$ cat src/rtl/keypad_pkg.sv
// keypad_pkg: shared types and constants for the 4x4 hex keypad scanner.
//   state_t    : scanner FSM states
//   KEY_W      : width of a key code
//   NUM_ROWS   : keypad row lines
//   NUM_COLS   : keypad column lines
//   COL_IDLE   : column drive pattern after reset (column 0 low)
//   lowest_low : index of the lowest-numbered low row bit (row 0 wins)
//   col_drive  : active-low one-cold column pattern for a column index
package keypad_pkg;

  localparam int KEY_W    = 4;
  localparam int NUM_ROWS = 4;
  localparam int NUM_COLS = 4;

  localparam logic [NUM_COLS-1:0] COL_IDLE = 4'b1110;

  typedef enum logic [1:0] {
    SCAN     = 2'd0,
    DEBOUNCE = 2'd1,
    HELD     = 2'd2,
    RELEASE  = 2'd3
  } state_t;

  // Scan from the top row down so the lowest low row is the last one kept.
  function automatic logic [1:0] lowest_low(input logic [NUM_ROWS-1:0] r);
    logic [1:0] idx;
    idx = 2'd0;
    for (int i = NUM_ROWS - 1; i >= 0; i--) begin
      if (!r[i]) idx = i[1:0];
    end
    return idx;
  endfunction

  function automatic logic [NUM_COLS-1:0] col_drive(input logic [1:0] idx);
    logic [NUM_COLS-1:0] one;
    one = 4'b0001;
    return ~(one << idx);
  endfunction

endpackage

$ cat src/rtl/sync_2ff.sv
// sync_2ff: two-flop synchroniser for asynchronous level inputs.
//   clk   : destination clock
//   reset : synchronous, active-high; both stages reset to all-ones
//   d     : asynchronous input bus (DATA_W bits)
//   q     : synchronised output bus (DATA_W bits)
module sync_2ff #(
  parameter int DATA_W = 4
) (
  input  logic              clk,
  input  logic              reset,
  input  logic [DATA_W-1:0] d,
  output logic [DATA_W-1:0] q
);

  logic [DATA_W-1:0] sync_p0;
  logic [DATA_W-1:0] sync_p1;

  always_ff @(posedge clk) begin
    if (reset) begin
      sync_p0 <= '1;
      sync_p1 <= '1;
    end else begin
      // stage p0: first capture, may be metastable
      sync_p0 <= d;
      // stage p1: settled copy used by the consumer
      sync_p1 <= sync_p0;
    end
  end

  assign q = sync_p1;

endmodule

$ cat src/rtl/keypad_scan_hex.sv
// keypad_scan_hex: 4x4 hex keypad scanner with debounce and a two-key byte.
//   clk       : system clock
//   reset     : synchronous, active-high
//   row       : keypad rows, active-low, pulled up externally
//   col       : keypad columns, active-low, exactly one low at a time
//   key       : last accepted key code (row*4 + col)
//   key_valid : one-cycle strobe when a new key is accepted
//   key_held  : high while an accepted key is held or its release debounces
//   n         : {previous key, latest key}, feeds the two-digit hex display
module keypad_scan_hex
  import keypad_pkg::*;
#(
  parameter int SCAN_DIV       = 28000,
  parameter int DEBOUNCE_TICKS = 8
) (
  input  logic                clk,
  input  logic                reset,
  input  logic [NUM_ROWS-1:0] row,
  output logic [NUM_COLS-1:0] col,
  output logic [KEY_W-1:0]    key,
  output logic                key_valid,
  output logic                key_held,
  output logic [2*KEY_W-1:0]  n
);

  localparam int PRE_W = (SCAN_DIV > 1) ? $clog2(SCAN_DIV) : 1;
  localparam int CNT_W = (DEBOUNCE_TICKS > 1) ? $clog2(DEBOUNCE_TICKS) : 1;

  localparam logic [PRE_W-1:0] PRE_LAST = PRE_W'(SCAN_DIV - 1);
  localparam logic [CNT_W-1:0] REL_LAST = CNT_W'(DEBOUNCE_TICKS - 1);
  // The detecting tick in SCAN is itself the first agreeing tick, so the
  // press debounce stops one count earlier than the release debounce.
  localparam logic [CNT_W-1:0] ACC_LAST =
    CNT_W'((DEBOUNCE_TICKS > 1) ? DEBOUNCE_TICKS - 2 : 0);

  logic [NUM_ROWS-1:0] rs;
  logic [PRE_W-1:0]    presc;
  logic [1:0]          col_idx;
  logic [1:0]          col_nxt;
  logic [CNT_W-1:0]    cnt;
  logic [KEY_W-1:0]    cap_code;
  logic [KEY_W-1:0]    cur_code;
  logic                tick;
  logic                hit;
  state_t              state;

  sync_2ff #(
    .DATA_W(NUM_ROWS)
  ) u_row_sync (
    .clk  (clk),
    .reset(reset),
    .d    (row),
    .q    (rs)
  );

  assign tick     = (presc == PRE_LAST);
  assign hit      = ~&rs;
  assign cur_code = {lowest_low(rs), col_idx};
  assign col_nxt  = col_idx + 2'd1;

  always_ff @(posedge clk) begin
    if (reset) begin
      presc     <= '0;
      col_idx   <= 2'd0;
      col       <= COL_IDLE;
      cnt       <= '0;
      cap_code  <= '0;
      state     <= SCAN;
      key       <= '0;
      key_valid <= 1'b0;
      key_held  <= 1'b0;
      n         <= '0;
    end else begin
      key_valid <= 1'b0;
      presc     <= tick ? '0 : presc + PRE_W'(1);

      if (tick) begin
        unique case (state)
          SCAN: begin
            if (hit) begin
              cap_code <= cur_code;
              cnt      <= '0;
              if (DEBOUNCE_TICKS == 1) begin
                state     <= HELD;
                key       <= cur_code;
                n         <= {n[KEY_W-1:0], cur_code};
                key_valid <= 1'b1;
                key_held  <= 1'b1;
              end else begin
                state <= DEBOUNCE;
              end
            end else begin
              col_idx <= col_nxt;
              col     <= col_drive(col_nxt);
            end
          end

          DEBOUNCE: begin
            if (hit && (cur_code == cap_code)) begin
              if (cnt == ACC_LAST) begin
                state     <= HELD;
                key       <= cap_code;
                n         <= {n[KEY_W-1:0], cap_code};
                key_valid <= 1'b1;
                key_held  <= 1'b1;
              end else begin
                cnt <= cnt + CNT_W'(1);
              end
            end else begin
              // Bounce or a different lowest row: give up on this column.
              state   <= SCAN;
              col_idx <= col_nxt;
              col     <= col_drive(col_nxt);
            end
          end

          HELD: begin
            // Column stays frozen, so keys in other columns are invisible.
            if (!hit) begin
              cnt   <= '0;
              state <= RELEASE;
            end
          end

          RELEASE: begin
            if (hit) begin
              state <= HELD;
            end else if (cnt == REL_LAST) begin
              key_held <= 1'b0;
              state    <= SCAN;
              col_idx  <= col_nxt;
              col      <= col_drive(col_nxt);
            end else begin
              cnt <= cnt + CNT_W'(1);
            end
          end

          default: state <= SCAN;
        endcase
      end
    end
  end

endmodule
$ cat config.mk
export PLATFORM = sky130hd
export DESIGN_NAME = keypad_scan_hex
export DESIGN_NICKNAME = d
export VERILOG_FILES = /design/src/rtl/keypad_pkg.sv /design/src/rtl/sync_2ff.sv /design/src/rtl/keypad_scan_hex.sv
export SDC_FILE = /design/constraint.sdc
export NUM_CORES = 1
export LEC_CHECK = 0
export BUFFER_PORTS_ARGS = -buffer_cell sky130_fd_sc_hd__buf_2
export CAP_MARGIN = 10
export CORE_ASPECT_RATIO = 2
export CORE_MARGIN = 2
export CORE_UTILIZATION = 40
export DETAILED_ROUTE_END_ITERATION = 6
export HOLD_SLACK_MARGIN = 0.08
export MAX_ROUTING_LAYER = met4
export SKIP_LAST_GASP = 1
export SLEW_MARGIN = 20
export SYNTH_ARGS = -nofsm -noshare
export SYNTH_HDL_FRONTEND = slang
export SYNTH_SLANG_ARGS = --single-unit
$ cat constraint.sdc
create_clock -name clk -period 2.7 [get_ports clk]
set_input_delay 0.54 -clock clk [delete_from_list [all_inputs] [get_ports clk]]
set_output_delay 0.54 -clock clk [all_outputs]
set_load 0.005 [all_outputs]
* Word level (Yosys, flattened, before mapping)
Index checks and enable logic that the tools add are counted.
Word-level totals: logic and storage cells 88, input bits 6, output and inout bits 18, register bits after elaboration 52
Operators by class: muxes and demuxes 34, equal/unequal tests 19, reductions and logical operators 14, bitwise gates (word level) 5, add/subtract/negate cells 3, shift-type cells 1
Operators by type and width (number):
- two-way mux 2 bit | 14
- inequality test 2 bit, second input constant | 10
- two-way mux 3 bit | 6
- two-way mux 4 bit | 4
- adder 15 x 1 -> 15 bit, second input constant | 1
- equality test 15 bit, second input constant | 1
- case mux 3 bit (4 select lines) | 1
- case mux 4 bit (3 select lines) | 1
- AND reduction 6 bit | 2
- case mux 2 bit (4 select lines) | 1
- AND reduction 4 bit | 2
- AND reduction 7 bit | 1
- equality test 3 bit, second input constant | 2
- inequality test 3 bit, second input constant | 2
- case mux 2 bit (3 select lines) | 1
- two-way mux 1 bit | 5
- AND reduction 5 bit | 1
- equality test 2 bit, second input constant | 2
- equality test 4 bit | 1
- NOT 1 bit | 4
- NOT 4 bit | 1
- OR reduction 4 bit | 1
- << shifter 1 x 2 -> 4 bit, first input constant | 1
- adder 3 x 1 -> 3 bit, second input constant | 1
- other kinds (10) | 10

* Logic depth before layout (Yosys ltp)
depth after elaboration 8, mapped depth 8, depth with buffers taken out 7

* By module
From an unflattened synthesis, not the netlist that was laid out.
Second synthesis, totals: cells, all modules 242, area, all modules 2198.4 um^2
Modules (own cells, without submodules):
- keypad_scan_hex | times used 1, area each 1988.2 um^2, seq. area each 800.8 um^2, cells an instance 226
- sync_2ff | times used 1, area each 210.2 um^2, seq. area each 160.2 um^2, cells an instance 16

* Least setup slack after synthesis
No wires, ideal clock.
path type reg2reg, from reg presc[0], to reg key[0], clock period less this slack 1.867 ns, data arrival time 1.739 ns, setup time 0.128 ns, data required time 2.572 ns, setup slack 0.833 ns, buffers on the path 1, cell stages (with the launch flop) 9, cell sequence dfxtp_1 ha_1 nand4_1 nor4_4 nand2_1 nor4_1 buf_4 mux2i_1 nor2_1
Between the ends: cells in the longest elaborated chain, start to end 2
RTL lines:
- from (decl) | line keypad_scan_hex.sv:37 | logic [PRE_W-1:0] presc;
- from (signal assigned) | line keypad_scan_hex.sv:75 | presc <= tick ? '0 : presc + PRE_W'(1);
- equality test 15 bit | line keypad_scan_hex.sv:56 | assign tick = (presc == PRE_LAST);
- AND reduction 4 bit (no line)
- to (signal assigned) | line keypad_scan_hex.sv:85 | key <= cur_code;
- to (signal assigned) | line keypad_scan_hex.sv:102 | key <= cap_code;
- to (decl) | line keypad_scan_hex.sv:20 | output logic [KEY_W-1:0] key,
Every way passes these cells. A chain may end at the register's enable or synchronous reset.

* Worst setup path after layout
from reg presc[0], to reg col_idx[1]
Between the ends: cells in the longest elaborated chain, start to end 2
RTL lines:
- equality test 15 bit | line keypad_scan_hex.sv:56
- AND reduction 6 bit (no line)
- to (signal assigned) | line keypad_scan_hex.sv:93 | col_idx <= col_nxt;
- to (signal assigned) | line keypad_scan_hex.sv:112 | col_idx <= col_nxt;
- to (signal assigned) | line keypad_scan_hex.sv:131 | col_idx <= col_nxt;
- to (decl) | line keypad_scan_hex.sv:38 | logic [1:0] col_idx;
Every way passes these cells.

==> qor.csv <==
stage,metric,value,unit
grt,antenna_found_initial,0,
cts,cts_setup_buffers,0,
floorplanning,start_util,0.411,
worst_hold_path,min_path_type,primary input to register,
synth,mappedNetlistArea,0.00223,mm^2
finish,layout.nets,277,
synth,ys_seq_area_frac,0.432,
synth,netlist_instances,248,
grt,grt_pass1_wl,7170,um
routing,drt-pass1-iter-count,5,
synth,synth_mux_area_frac,0.0630,
sta,setup_tns,0,ns
worst_hold_path,min_to,u_row_sync.sync_p0[3],
pwr,p_comb_frac,0.043,
synth,synth_top_family_by_area,simple AND/OR/NAND/NOR gates,
sta,relSlewSlack,0.541,
floorplanning,die_area,0.00621,mm^2
worst_hold_path,hold_depth,2,
cts,cts_sinks,48,
synth,synth_compound_area_frac,0.0877,
pwr,switching_share,0.234,
synth,ys_seq_elements,48,
cts,holdBufCountCts,0,
setup_path,crit_required,2.88,ns
routing,wl,4170,um
sta,finalMaxSlewViolations,0,
setup_path,critPathMaxFanout,12,
setup_path,rr_worst_depth,7,
finish,fin_area,0.00243,mm^2
synth,yosysWarningCount,0,
synth,synth-async-reset-ratio,0,
synth,yosys.area_share.simple,0.255,
synth,syn_area_per_cell,8.98,um^2
pwr,peakVddDrop,431,uV
routing,drtIter0Drc,27,
setup_path,critPathTopFamily,simple AND/OR/NAND/NOR gates,
pwr,clkPwrFrac,0.348,
cts,cts_resized,0,
setup_path,crit_cells,7,
pwr,intPower,910,uW
cts,cts_tree,yes,
routing,vias,1704,
grt,grt_pass1_vias,1657,
synth,synth.net_count,262,
routing,drcViolationCount,0,
finish,antenna_cells,0,
pwr,power.switching,278,uW
placed_design,numPortBuffers,23,
setup_path,crit_path_top_delay_cell,nor3_2,
pwr,seq_power_share,0.609,
setup_path,cpPeakStageDelay,0.59,ns
setup_path,worstPathArrival,2.43,ns
synth,synth_edf_count,0,
grt,grt_use_met1,0.138,
floorplanning,die_h,109,um
placed_design,dp.final_hpwl,3070,um
pwr,finalPower,1190,uW
finish,drive_above_1_share,0.179,
floorplanning,coreArea,0.00542,mm^2
placed_design,dp.cells,316,
cts,clock_latency,0.31,ns
synth,synthAdderAreaFrac,0.0450,
sta,fmax,0.444,GHz
pwr,p_leak,0.000962,uW
grt,grt_use_met3,0.0388,
placed_design,gp_congestion,0.838,
cts,clk_path_buf_depth,2,
placed_design,placed_area,0.00235,mm^2
setup_path,setup.worst_path.class,register to register,
sta,finalSetupViolations,0,
floorplanning,die_w,56.8,um
sta,skew,0.00893,ns
cts,clkSlewWorstSetupHoldPaths,0.08,ns
cts,htreeDepth,2,
grt,grt.busiest_layer,met2,
sta,fin_crit,2.25,ns
sta,finalHoldViolCount,0,
floorplanning,ios,24,
sta,tightest_slew,0.685,ns
setup_path,cp_cell_sequence,ha_1 > nand4_1 > nor4_4 > nand2_1 > nor3_2 > or3_1 > a21oi_1,
routing,ant_nets,0,
synth,synth_top_flop_cell,dfxtp_1,
setup_path,r2r-start,presc[0],
finish,fin_cells,323,
synth,synthXorXnorAreaFrac,0.0630,
worst_hold_path,worst_hold_startpoint,row[3],
pwr,power_density,489,mW/mm^2
setup_path,start_kind,register,
cts,cts_made_buffers,5,
grt,grt_remaining_overflow,0,
setup_path,endpoint_kind,register,
routing,wl_per_cell,12.9,um
sta,rsz0062_at_grt,false,
floorplanning,rows,38,
flow_run,cap_violations,0,
routing,post_drt_via_cell_ratio,5.28,
synth,synth.distinct_cells,41,
setup_path,r2r-end,col_idx[1],
setup_path,r2r_slack,0.45,ns
grt,grtUsageMet2,0.284,
sta,period_share,0.834,
grt,grt_usage,0.154,
grt,grt_max_degree,30,
run_status,status,"complete, no violations",
setup_path,path_buf_inv,0,
finish,syn_to_final_growth,9.05,%
cts,cts_root_buffer,clkbuf_8,
[final cells by class]
| class | instances | area (um^2) |
|---|---|---|
| inverters | 10 | 37.5 |
| clock inverters | 2 | 12.5 |
| fillers | 567 | 2990 |
| well taps | 60 | 75.1 |
| repair buffers | 24 | 123 |
| multi-input cells | 174 | 1150 |
| clock buffers | 5 | 68.8 |
| flip-flops and latches | 48 | 961 |
[per-layer routing]
layer	vias to the layer above	wire [um]
met4	0	158
met5	-	0
li1	869	-
met2	22	2320
met3	12	123
met1	801	1570
[registers in the layout (all words and copies together) (netlist names)]
| signal | cells |
|---|---|
| key_held | 1 |
| u_row_sync.sync_p0 | 4 |
| col | 4 |
| cnt | 3 |
| state | 2 |
| key | 3 |
| key_valid | 1 |
| cap_code | 4 |
| n | 5 |
| presc | 15 |
| u_row_sync.q | 4 |
| col_idx | 2 |
[power by group through the flow]
stage	Sequential [uW]	Clock, uW	Combinational (uW)
5_1_grt	724	454	58.5
4_1_cts	723	438	52.3
2_1_floorplan	738	0	39.5
3_5_place_dp	740	0	52.4
3_3_place_gp	740	0	51.3
6_report	723	414	50.7
[logic make-up (layout without fill, tap and decap cells)]
logic type      count (synthesis)  in the layout
compound gates                 29             29
xor+xnor                       16             16
fa+ha+maj                       8              8
buf+inv                        26             41
flops                          48             48
mux                            14             14
simple gates                  107            107
[cells in the final DEF, fill, tap and decap left out, types with 2 or more instances in the layout]
cell type,instances
clkbuf_8,5
and3_1,4
mux2i_1,14
o21ai_1,6
ha_1,8
dfxtp_1,48
nor2_1,34
or3_1,2
buf_2,23
nor3_1,10
xnor2_1,7
a31oi_1,2
o21a_1,5
nand4_1,2
nor4_4,2
xor2_1,9
and2_1,2
nand3_1,14
or2_2,9
nor2b_1,2
or2_1,2
inv_1,9
nand2_1,16
o21ai_0,4
a21oi_1,5
[Yosys cell counts (7+ instances only)]
cell	count	area, um^2
inv_1	9	33.8
nor3_1	10	50.1
mux2i_1	14	140
nand3_1	14	70.1
dfxtp_1	48	961
nor2_1	34	128
xnor2_1	7	61.3
clkbuf_1	9	33.8
xor2_1	9	78.8
nand2_1	16	60.1
or2_2	9	56.3
ha_1	8	100
[metrics by stage]
stage	util	worst slack (ns)	hold slack, ns
2_1_floorplan	-	0.833	0.389
3_3_place_gp	0.433	0.542	0.393
3_5_place_dp	0.433	0.463	0.393
4_1_cts	0.448	0.429	0.394
5_1_grt	0.448	0.181	0.398
6_report	0.448	0.447	0.407
[worst max path at each step]
stage               slack [ns]          to      from
CTS                       0.43  col_idx[1]  presc[0]
global route              0.18  col_idx[0]  presc[0]
finish                    0.45  col_idx[1]  presc[0]
global placement          0.54  col_idx[1]  presc[0]
detailed placement        0.46  col_idx[1]  presc[0]
floorplan                 0.83      key[0]  presc[0]
Power figures use the tool's default switching activity.
